## src/rtl/mc_ctrl_pkg.sv

```systemverilog
// Shared definitions for the multicycle controller: state encodings,
// opcode constants, datapath select encodings and the control word.
package mc_ctrl_pkg;

    typedef enum logic [3:0] {
        S_FETCH     = 4'd0,
        S_DECODE    = 4'd1,
        S_MEM_ADDR  = 4'd2,
        S_MEM_READ  = 4'd3,
        S_MEM_WB    = 4'd4,
        S_MEM_WRITE = 4'd5,
        S_R_EXEC    = 4'd6,
        S_R_WB      = 4'd7,
        S_BRANCH    = 4'd8,
        S_JUMP      = 4'd9,
        S_I_EXEC    = 4'd10,
        S_I_WB      = 4'd11
    } state_t;

    localparam logic [5:0] OP_RTYPE = 6'h00;
    localparam logic [5:0] OP_J     = 6'h02;
    localparam logic [5:0] OP_BEQ   = 6'h04;
    localparam logic [5:0] OP_BNE   = 6'h05;
    localparam logic [5:0] OP_ADDI  = 6'h08;
    localparam logic [5:0] OP_SLTI  = 6'h0A;
    localparam logic [5:0] OP_ANDI  = 6'h0C;
    localparam logic [5:0] OP_ORI   = 6'h0D;
    localparam logic [5:0] OP_LW    = 6'h23;
    localparam logic [5:0] OP_SW    = 6'h2B;

    localparam logic [1:0] SRCB_REGB    = 2'b00;
    localparam logic [1:0] SRCB_FOUR    = 2'b01;
    localparam logic [1:0] SRCB_IMM     = 2'b10;
    localparam logic [1:0] SRCB_IMM_SH2 = 2'b11;

    localparam logic [1:0] ALUOP_ADD   = 2'b00;
    localparam logic [1:0] ALUOP_SUB   = 2'b01;
    localparam logic [1:0] ALUOP_FUNCT = 2'b10;
    localparam logic [1:0] ALUOP_IMM   = 2'b11;

    localparam logic [1:0] PCSRC_ALU    = 2'b00;
    localparam logic [1:0] PCSRC_ALUOUT = 2'b01;
    localparam logic [1:0] PCSRC_JUMP   = 2'b10;

    typedef struct packed {
        logic       pc_we;
        logic       ir_we;
        logic       iord;
        logic       mem_rd;
        logic       mem_wr;
        logic       reg_we;
        logic       reg_dst;
        logic       mem_to_reg;
        logic       alu_src_a;
        logic [1:0] alu_src_b;
        logic [1:0] alu_op;
        logic [1:0] pc_src;
        logic       ext_sel;
        logic       done;
        logic       illegal;
    } ctrl_t;

    // Logical immediates (andi/ori) zero-extend; everything else sign-extends.
    function automatic logic is_zero_ext(input logic [5:0] op);
        return (op == OP_ANDI) || (op == OP_ORI);
    endfunction

    // Execution state entered from DECODE; FETCH marks an unknown opcode.
    function automatic state_t decode_target(input logic [5:0] op);
        case (op)
            OP_RTYPE:                          return S_R_EXEC;
            OP_LW, OP_SW:                      return S_MEM_ADDR;
            OP_BEQ, OP_BNE:                    return S_BRANCH;
            OP_J:                              return S_JUMP;
            OP_ADDI, OP_SLTI, OP_ANDI, OP_ORI: return S_I_EXEC;
            default:                           return S_FETCH;
        endcase
    endfunction

endpackage

```

## src/rtl/mc_ctrl_decode.sv

```systemverilog
// Combinational state-to-control-word decode for the multicycle controller.
// Only the memory handshake, branch condition and opcode qualify the word;
// everything not set here stays 0.
module mc_ctrl_decode
    import mc_ctrl_pkg::*;
(
    input  state_t     state_i,
    input  logic [5:0] op_i,
    input  logic       zero_i,
    input  logic       mem_ready_i,
    output ctrl_t      ctrl_o
);

    // Build the datapath control word for the current state.
    always_comb begin
        ctrl_o = '0;
        case (state_i)
            S_FETCH: begin
                ctrl_o.mem_rd    = 1'b1;
                ctrl_o.alu_src_b = SRCB_FOUR;
                ctrl_o.alu_op    = ALUOP_ADD;
                ctrl_o.pc_src    = PCSRC_ALU;
                ctrl_o.pc_we     = mem_ready_i;
                ctrl_o.ir_we     = mem_ready_i;
            end
            S_DECODE: begin
                ctrl_o.alu_src_b = SRCB_IMM_SH2;
                ctrl_o.alu_op    = ALUOP_ADD;
                ctrl_o.ext_sel   = is_zero_ext(op_i);
                ctrl_o.illegal   = (decode_target(op_i) == S_FETCH);
            end
            S_MEM_ADDR: begin
                ctrl_o.alu_src_a = 1'b1;
                ctrl_o.alu_src_b = SRCB_IMM;
                ctrl_o.alu_op    = ALUOP_ADD;
            end
            S_MEM_READ: begin
                ctrl_o.mem_rd = 1'b1;
                ctrl_o.iord   = 1'b1;
            end
            S_MEM_WB: begin
                ctrl_o.reg_we     = 1'b1;
                ctrl_o.mem_to_reg = 1'b1;
                ctrl_o.done       = 1'b1;
            end
            S_MEM_WRITE: begin
                ctrl_o.mem_wr = 1'b1;
                ctrl_o.iord   = 1'b1;
                ctrl_o.done   = mem_ready_i;
            end
            S_R_EXEC: begin
                ctrl_o.alu_src_a = 1'b1;
                ctrl_o.alu_src_b = SRCB_REGB;
                ctrl_o.alu_op    = ALUOP_FUNCT;
            end
            S_R_WB: begin
                ctrl_o.reg_we  = 1'b1;
                ctrl_o.reg_dst = 1'b1;
                ctrl_o.done    = 1'b1;
            end
            S_BRANCH: begin
                ctrl_o.alu_src_a = 1'b1;
                ctrl_o.alu_src_b = SRCB_REGB;
                ctrl_o.alu_op    = ALUOP_SUB;
                ctrl_o.pc_src    = PCSRC_ALUOUT;
                ctrl_o.pc_we     = ((op_i == OP_BEQ) &&  zero_i) ||
                                   ((op_i == OP_BNE) && !zero_i);
                ctrl_o.done      = 1'b1;
            end
            S_JUMP: begin
                ctrl_o.pc_src = PCSRC_JUMP;
                ctrl_o.pc_we  = 1'b1;
                ctrl_o.done   = 1'b1;
            end
            S_I_EXEC: begin
                ctrl_o.alu_src_a = 1'b1;
                ctrl_o.alu_src_b = SRCB_IMM;
                ctrl_o.alu_op    = ALUOP_IMM;
                ctrl_o.ext_sel   = is_zero_ext(op_i);
            end
            S_I_WB: begin
                ctrl_o.reg_we  = 1'b1;
                ctrl_o.done    = 1'b1;
                ctrl_o.ext_sel = is_zero_ext(op_i);
            end
            default: ctrl_o = '0;
        endcase
    end

endmodule

```

## src/rtl/mc_control.sv

```systemverilog
// Multicycle processor controller: Moore FSM state register and next-state
// logic; the control word comes from mc_ctrl_decode. While reset is held all
// outputs are forced low so the datapath sees no strobe until release.
module mc_control
    import mc_ctrl_pkg::*;
(
    input  logic       clk_i,
    input  logic       rst_i,
    input  logic [5:0] op_i,
    input  logic [5:0] funct_i,
    input  logic       zero_i,
    input  logic       mem_ready_i,
    output logic       pc_we_o,
    output logic       ir_we_o,
    output logic       iord_o,
    output logic       mem_rd_o,
    output logic       mem_wr_o,
    output logic       reg_we_o,
    output logic       reg_dst_o,
    output logic       mem_to_reg_o,
    output logic       alu_src_a_o,
    output logic [1:0] alu_src_b_o,
    output logic [1:0] alu_op_o,
    output logic [1:0] pc_src_o,
    output logic       ext_sel_o,
    output logic [3:0] state_o,
    output logic       done_o,
    output logic       illegal_o
);

    state_t state_q;
    state_t state_d;
    ctrl_t  ctrl;
    ctrl_t  ctrl_out;

    // funct is consumed by ALU control downstream, never by sequencing.
    logic unused_funct;
    assign unused_funct = ^funct_i;

    mc_ctrl_decode u_decode (
        .state_i     (state_q),
        .op_i        (op_i),
        .zero_i      (zero_i),
        .mem_ready_i (mem_ready_i),
        .ctrl_o      (ctrl)
    );

    // Next-state logic: memory states wait on mem_ready_i, the rest advance.
    always_comb begin
        state_d = state_q;
        case (state_q)
            S_FETCH:     if (mem_ready_i) state_d = S_DECODE;
            S_DECODE:    state_d = decode_target(op_i);
            S_MEM_ADDR:  begin
                if (op_i == OP_LW)      state_d = S_MEM_READ;
                else if (op_i == OP_SW) state_d = S_MEM_WRITE;
                else                    state_d = S_FETCH;
            end
            S_MEM_READ:  if (mem_ready_i) state_d = S_MEM_WB;
            S_MEM_WRITE: if (mem_ready_i) state_d = S_FETCH;
            S_R_EXEC:    state_d = S_R_WB;
            S_I_EXEC:    state_d = S_I_WB;
            S_MEM_WB, S_R_WB, S_I_WB, S_BRANCH, S_JUMP: state_d = S_FETCH;
            default:     state_d = S_FETCH;
        endcase
    end

    // State register with asynchronous return to FETCH.
    always_ff @(posedge clk_i or posedge rst_i) begin
        if (rst_i) state_q <= S_FETCH;
        else       state_q <= state_d;
    end

    // Blank the control word while reset is asserted.
    always_comb begin
        ctrl_out = ctrl;
        if (rst_i) ctrl_out = '0;
    end

    assign pc_we_o      = ctrl_out.pc_we;
    assign ir_we_o      = ctrl_out.ir_we;
    assign iord_o       = ctrl_out.iord;
    assign mem_rd_o     = ctrl_out.mem_rd;
    assign mem_wr_o     = ctrl_out.mem_wr;
    assign reg_we_o     = ctrl_out.reg_we;
    assign reg_dst_o    = ctrl_out.reg_dst;
    assign mem_to_reg_o = ctrl_out.mem_to_reg;
    assign alu_src_a_o  = ctrl_out.alu_src_a;
    assign alu_src_b_o  = ctrl_out.alu_src_b;
    assign alu_op_o     = ctrl_out.alu_op;
    assign pc_src_o     = ctrl_out.pc_src;
    assign ext_sel_o    = ctrl_out.ext_sel;
    assign done_o       = ctrl_out.done;
    assign illegal_o    = ctrl_out.illegal;
    assign state_o      = state_q;

endmodule

```

## config.mk

```make
export PLATFORM = sky130hd
export DESIGN_NAME = mc_control
export DESIGN_NICKNAME = d
export VERILOG_FILES = /design/src/rtl/mc_ctrl_pkg.sv /design/src/rtl/mc_ctrl_decode.sv /design/src/rtl/mc_control.sv
export SDC_FILE = /design/constraint.sdc
export NUM_CORES = 1
export LEC_CHECK = 0
export BUFFER_PORTS_ARGS = -buffer_cell sky130_fd_sc_hd__buf_2
export CAP_MARGIN = 20
export CORE_MARGIN = 4
export CORE_UTILIZATION = 43
export DETAILED_ROUTE_END_ITERATION = 10
export PLACE_DENSITY = 0.8
export SYNTH_ARGS = -nofsm -noshare
export SYNTH_HDL_FRONTEND = slang
export SYNTH_SLANG_ARGS = --single-unit
export TNS_END_PERCENT = 5
```

## constraint.sdc

```tcl
create_clock -name clk_i -period 1.85 [get_ports clk_i]
set_clock_uncertainty 0.15 [all_clocks]
set_input_delay 0.0925 -clock clk_i [delete_from_list [all_inputs] [get_ports clk_i]]
set_output_delay 0.0925 -clock clk_i [all_outputs]
set_load 0.1 [all_outputs]
```

==> results by group, run 1 <==
Clocking
  • Clock root buffer: clkbuf_4
  • Clk buf depth: 2
  • H-tree levels: 1
  • Inserted Clock Buffers: 3
  • Clock sink total: 4
  • Post CTS Setup Buffer Count: 7
  • Resize count post-CTS: 30
  • # hold bufs at CTS: 1

Floorplan
  • Initial core utilization: 45.1%
  • # IOs: 38
  • Chip width: 47.5 um
  • Rows: 14
  • Die extent in y: 47.5 um

Synthesis
  • Synthesized instance count: 99
  • Top post-synthesis cells by area: dfrtp_1 (15%), nor3_1 (7.4%), nor2b_1 (6.5%), a21oi_1 (6.0%), nor2_1 (4.5%)
  • Largest family of logic cells by synthesized area: simple AND/OR/NAND/NOR gates
  • Prevailing post-synth register cell: dfrtp_1
  • Synth cell types: 41
  • Share of the synthesized area in the top cell type: 14.9%
  • Multiplexer share of the synthesized area: 0%
  • Ys async rst share: 100%
  • Post-Synth Adder-Cell Area: 0%
  • Post-Synth Simple-Gate Area: 45.1%
  • Synth Net Count: 115
  • Xor and xnor area share after synthesis: 3.91%
  • Register area share after synthesis: 14.9%
  • Synth Area in Compound Gates: 27.9%
  • Synth warn: 0
  • FF+latch count, synth: 4
  • Post-Syn Area: 672 um^2
  • Post-synth EDFFs: 0
  • Yosys top cell by area: dfrtp_1
  • Syn avg cell area: 6.79 um^2

Place
  • Routability Congestion: 0.958
  • IO buf count: 31
  • Post-DP HPWL: 2.47 mm
  • Place WS: 1.55 ps

Outcome
  • Status: did not finish
  • First Err: [ERROR DPL-0038] Utilization greater than 100%, impossible to legalize
  • Stopped at: clock tree synthesis
-- cell usage after synthesis (all sizes together), types with 2 or more instances --
cell type and count:
nor3 10, a21oi 8, nor2 8, nor2b 7, clkbuf 5, o21ai 5
buf 4, dfrtp 4, nand2 4, nor4 4, inv 3, nand2b 3
nand3 3, a211oi 2, and4 2, nor3b 2, or3 2, or4 2
xor2 2
-- cells by family after synthesis --
family	count (synthesis)
and+or+nand+nor	51
AOI/OAI and AO/OA	28
buffers and inverters	13
DFF	4
xor gates and xnor gates	3
-- through the flow --
step | cell area (um^2) | cells | utilization (%) | TNS [ps]
after detailed placement | 1400 | 154 | 94.1 | 0
after floorplan | 891 | 99 | - | -7320
after global placement | 1400 | 154 | 94.1 | 0
==> run 2, diff against run 1 <==
--- a/config.mk
+++ b/config.mk
@@ -7,10 +7,10 @@
 export LEC_CHECK = 0
 export BUFFER_PORTS_ARGS = -buffer_cell sky130_fd_sc_hd__buf_2
 export CAP_MARGIN = 20
-export CORE_MARGIN = 4
-export CORE_UTILIZATION = 43
+export CORE_AREA = 4 4 65 67
 export DETAILED_ROUTE_END_ITERATION = 10
-export PLACE_DENSITY = 0.8
+export DIE_AREA = 0 0 69 71
+export PLACE_DENSITY_LB_ADDON = 0.15
 export SYNTH_ARGS = -nofsm -noshare
 export SYNTH_HDL_FRONTEND = slang
 export SYNTH_SLANG_ARGS = --single-unit
==> run 2 against run 1 <==
Net effect: the flow now finishes, with violations (setup timing); synthesized cell count stayed put; area after synthesis stayed put.
==> results by group, run 2 <==
Global routing
  • GRT Overall Usage: 12.0%
  • Vias in the first global route: 1053
  • First-pass GRT wire length: 4.97 mm
  • Grt ovf: 0
  • Largest net degree at the start of global routing: 13
  • Initial antenna violation count: 0

Pwr
  • Seq pwr share: 13.5%
  • Leakage: 0.657 nW
  • Switching share of power: 46.7%
  • Internal power: 0.000440 W
  • Switch Pwr: 0.000386 W
  • Logic pwr share: 64.3%
  • Power Density: 490 nW/um^2
  • Clock network power share: 22.3%
  • Peak supply drop: 0.353 mV

Cells and area
  • Final net count: 168
  • Area Growth Syn to Fin: 151%
  • Layout fillers: 365
  • Design Area, Final: 1690 um^2
  • Most frequent cells in the layout: buf_4 (21), buf_12 (18), buf_2 (13), nor3_4 (7), a21oi_1 (5)
  • Share of cells above drive strength 1: 68.0%
  • Antenna diodes: 0
  • Layout Utilization: 46.4%
  • Max FFs per register: 4
  • Commonest non-fill, non-tap cell in the layout: buf_4

Synthesis
  • Register area share after synthesis: 14.9% (unchanged)
  • Prevailing post-synth register cell: dfrtp_1 (unchanged)
  • Ys async rst share: 100% (unchanged)
  • FF+latch count, synth: 4 (unchanged)
  • Synth cell types: 41 (unchanged)
  • Syn avg cell area: 6.79 um^2 (unchanged)
  • Synth Net Count: 115 (unchanged)
  • Post-synth EDFFs: 0 (unchanged)
  • Top-count cell post-synth: nor3_1 (unchanged)
  • Yosys top cell by area: dfrtp_1 (unchanged)
  • Synth warn: 0 (unchanged)
  • Synthesized instance count: 99 (unchanged)
  • Top post-synthesis cells by area: dfrtp_1 (15%), nor3_1 (7.4%), nor2b_1 (6.5%), a21oi_1 (6.0%), nor2_1 (4.5%) (unchanged)
  • Most frequent cells after synthesis: nor3_1 (10), a21oi_1 (8), nor2_1 (8) (unchanged)
  • Post-Syn Area: 672 um^2 (unchanged)
  • Share of the synthesized area in the top cell type: 14.9% (unchanged)

Worst setup path
  • Crit. End Element: primary output
  • Beginning of the critical path: state_o[0]$_DFFE_PP0P_
  • Worst r2r path cells: 6
  • Critical Path RT: 1610 ps
  • CP Class: flip-flop to primary output
  • Critical path arrival: 1630 ps
  • Worst Path Max Fanout: 7
  • Worst reg2reg startpoint: state_o[0]$_DFFE_PP0P_
  • Startpoint Class: flip-flop
  • R2r endpoint: state_o[2]$_DFFE_PP0P_
  • Flop2flop setup slack: -20 ps
  • Crit path to: reg_we_o

Drt
  • Antenna-violating nets left: 0
  • Total wire length: 2.87 mm
  • Detailed Route Iter0 Violations: 28
  • Initial DRT Pass Iterations: 4
  • Remaining design rule violation count: 0
  • Total number of vias: 974
  • WL/cell: 14.5 um
  • Vias per Instance: 4.92

Place
  • Placement Cell Area: 1430 um^2 (was 1400 um^2)
  • Post-DP HPWL: 2.10 mm (was 2.47 mm)
  • IO buf count: 31 (unchanged)
  • Routability Congestion: 0.853 (was 0.958)
  • Place WS: 1.73 ps (was 1.55 ps)

STA
  • Max Clk Rate: 533 MHz
  • Final Max Tran Viols: 0
  • Post-layout min period: 1880 ps
  • Final setup viols: 6
  • Final Hold Vio Count: 0
  • Unrepaired setup endpoints after global routing: true
  • Worst slew pin tran: 485 ps
  • Slew Limit Headroom: 67.9%
  • Final setup margin: -26.2 ps
  • Worst hold margin: 178 ps
  • Final Cycle Share: 101%

Clocking
  • Clk buf depth: 2 (unchanged)
  • Reg clk slew, reported paths: 30 ps
  • Inserted Clock Buffers: 3 (unchanged)
  • CTS tree: done
  • Clock root buffer: clkbuf_8 (was clkbuf_4)
  • Worst-Skew Late Latency: 220 ps
  • H-tree levels: 1 (unchanged)
  • Clock sink total: 4 (unchanged)

Outcome
  • Status: complete, but fails checks (was did not finish)
  • Violated checks: setup timing

Floorplan
  • Core footprint: 3630 um^2
  • Chip width: 69 um (was 47.5 um)
  • Initial core utilization: 18.5% (was 45.1%)
  • Rows: 22 (was 14)
  • Die ar.: 4900 um^2
  • Die extent in y: 71 um (was 47.5 um)
  • # IOs: 38 (unchanged)

Flow run
  • MaxCap Viol Count: 0

Hold path
  • Hold Path Class: input port to flip-flop
==> run 2: kinds of logic after synthesis <==
| family | count (synthesis) | synth area share [%] |
|---|---|---|
| buffers and inverters | 13 | 8.19 |
| XOR/XNOR | 3 | 3.91 |
| flip-flops | 4 | 14.9 |
| AND/OR/NAND/NOR | 51 | 45.1 |
| AO/OA/AOI/OAI | 28 | 27.9 |
==> run 2: layout make-up <==
class	count	area, um^2	share of cell area, %
sequential	4	113	6.68
timing repair buffer	57	642	38.1
clock buffer	3	41.3	2.45
inverter	4	16.3	0.965
multi-input combinational	82	813	48.3
tap	48	60.1	3.56
==> run 2: repair_timing <==
item / CTS / global route
pin swaps: 5 / 5
endpoints found under the setup margin: 11 / 13
setup buffers: 6 / 4
cloned: 0 / 0
hold buffers: 1 / 0
gates resized for setup: 11 / 23
hold endpoints to repair: 4 / 0
==> run 2: power groups by stage <==
stage	combinational, W	sequential [W]	clock [W]
after floorplan	0.000291	0.000144	0
after global placement	0.000462	0.000116	0
after detailed placement	0.000467	0.000116	0
after CTS	0.000502	0.000111	0.000191
after global routing	0.000556	0.000113	0.000203
final	0.000530	0.000111	0.000184
==> run 2: how the worst min path moves through the flow <==
stage             from                endpoint  slack (ps)  cells after the start
4_1_cts        op_i[4]  state_o[1]$_DFFE_PP0P_         150                      3
5_1_grt        op_i[4]  state_o[1]$_DFFE_PP0P_         180                      3
2_1_floorplan    rst_i  state_o[0]$_DFFE_PP0P_        -270                      1
3_5_place_dp     rst_i  state_o[1]$_DFFE_PP0P_          30                      2
3_3_place_gp     rst_i  state_o[1]$_DFFE_PP0P_          30                      2
6_report       op_i[4]  state_o[1]$_DFFE_PP0P_         180                      3
==> run 2: worst max-delay path, stage by stage (launching register included) <==
cell and delay, ps:
dfrtp_4 510, xor2_1 210, or3_4 360, a21oi_4 150, buf_12 190
==> run 2: layer usage <==
layer,GRT usage (%),vias up,routed length [um]
li1,-,473,-
met1,14.4,464,1230
met2,21.0,28,1460
met3,2.98,9,118
met4,3.69,0,62
met5,0,-,0
==> run 2: stage by stage <==
step                power, W  setup TNS (ps)  instances
detailed placement  0.000583               0        184
global placement    0.000578               0        184
floorplan           0.000435           -7320         99
CTS                 0.000803            -216        194
finish              0.000825           -68.9        198
global route        0.000872            -523        198
Power figures use the tool's default switching activity.
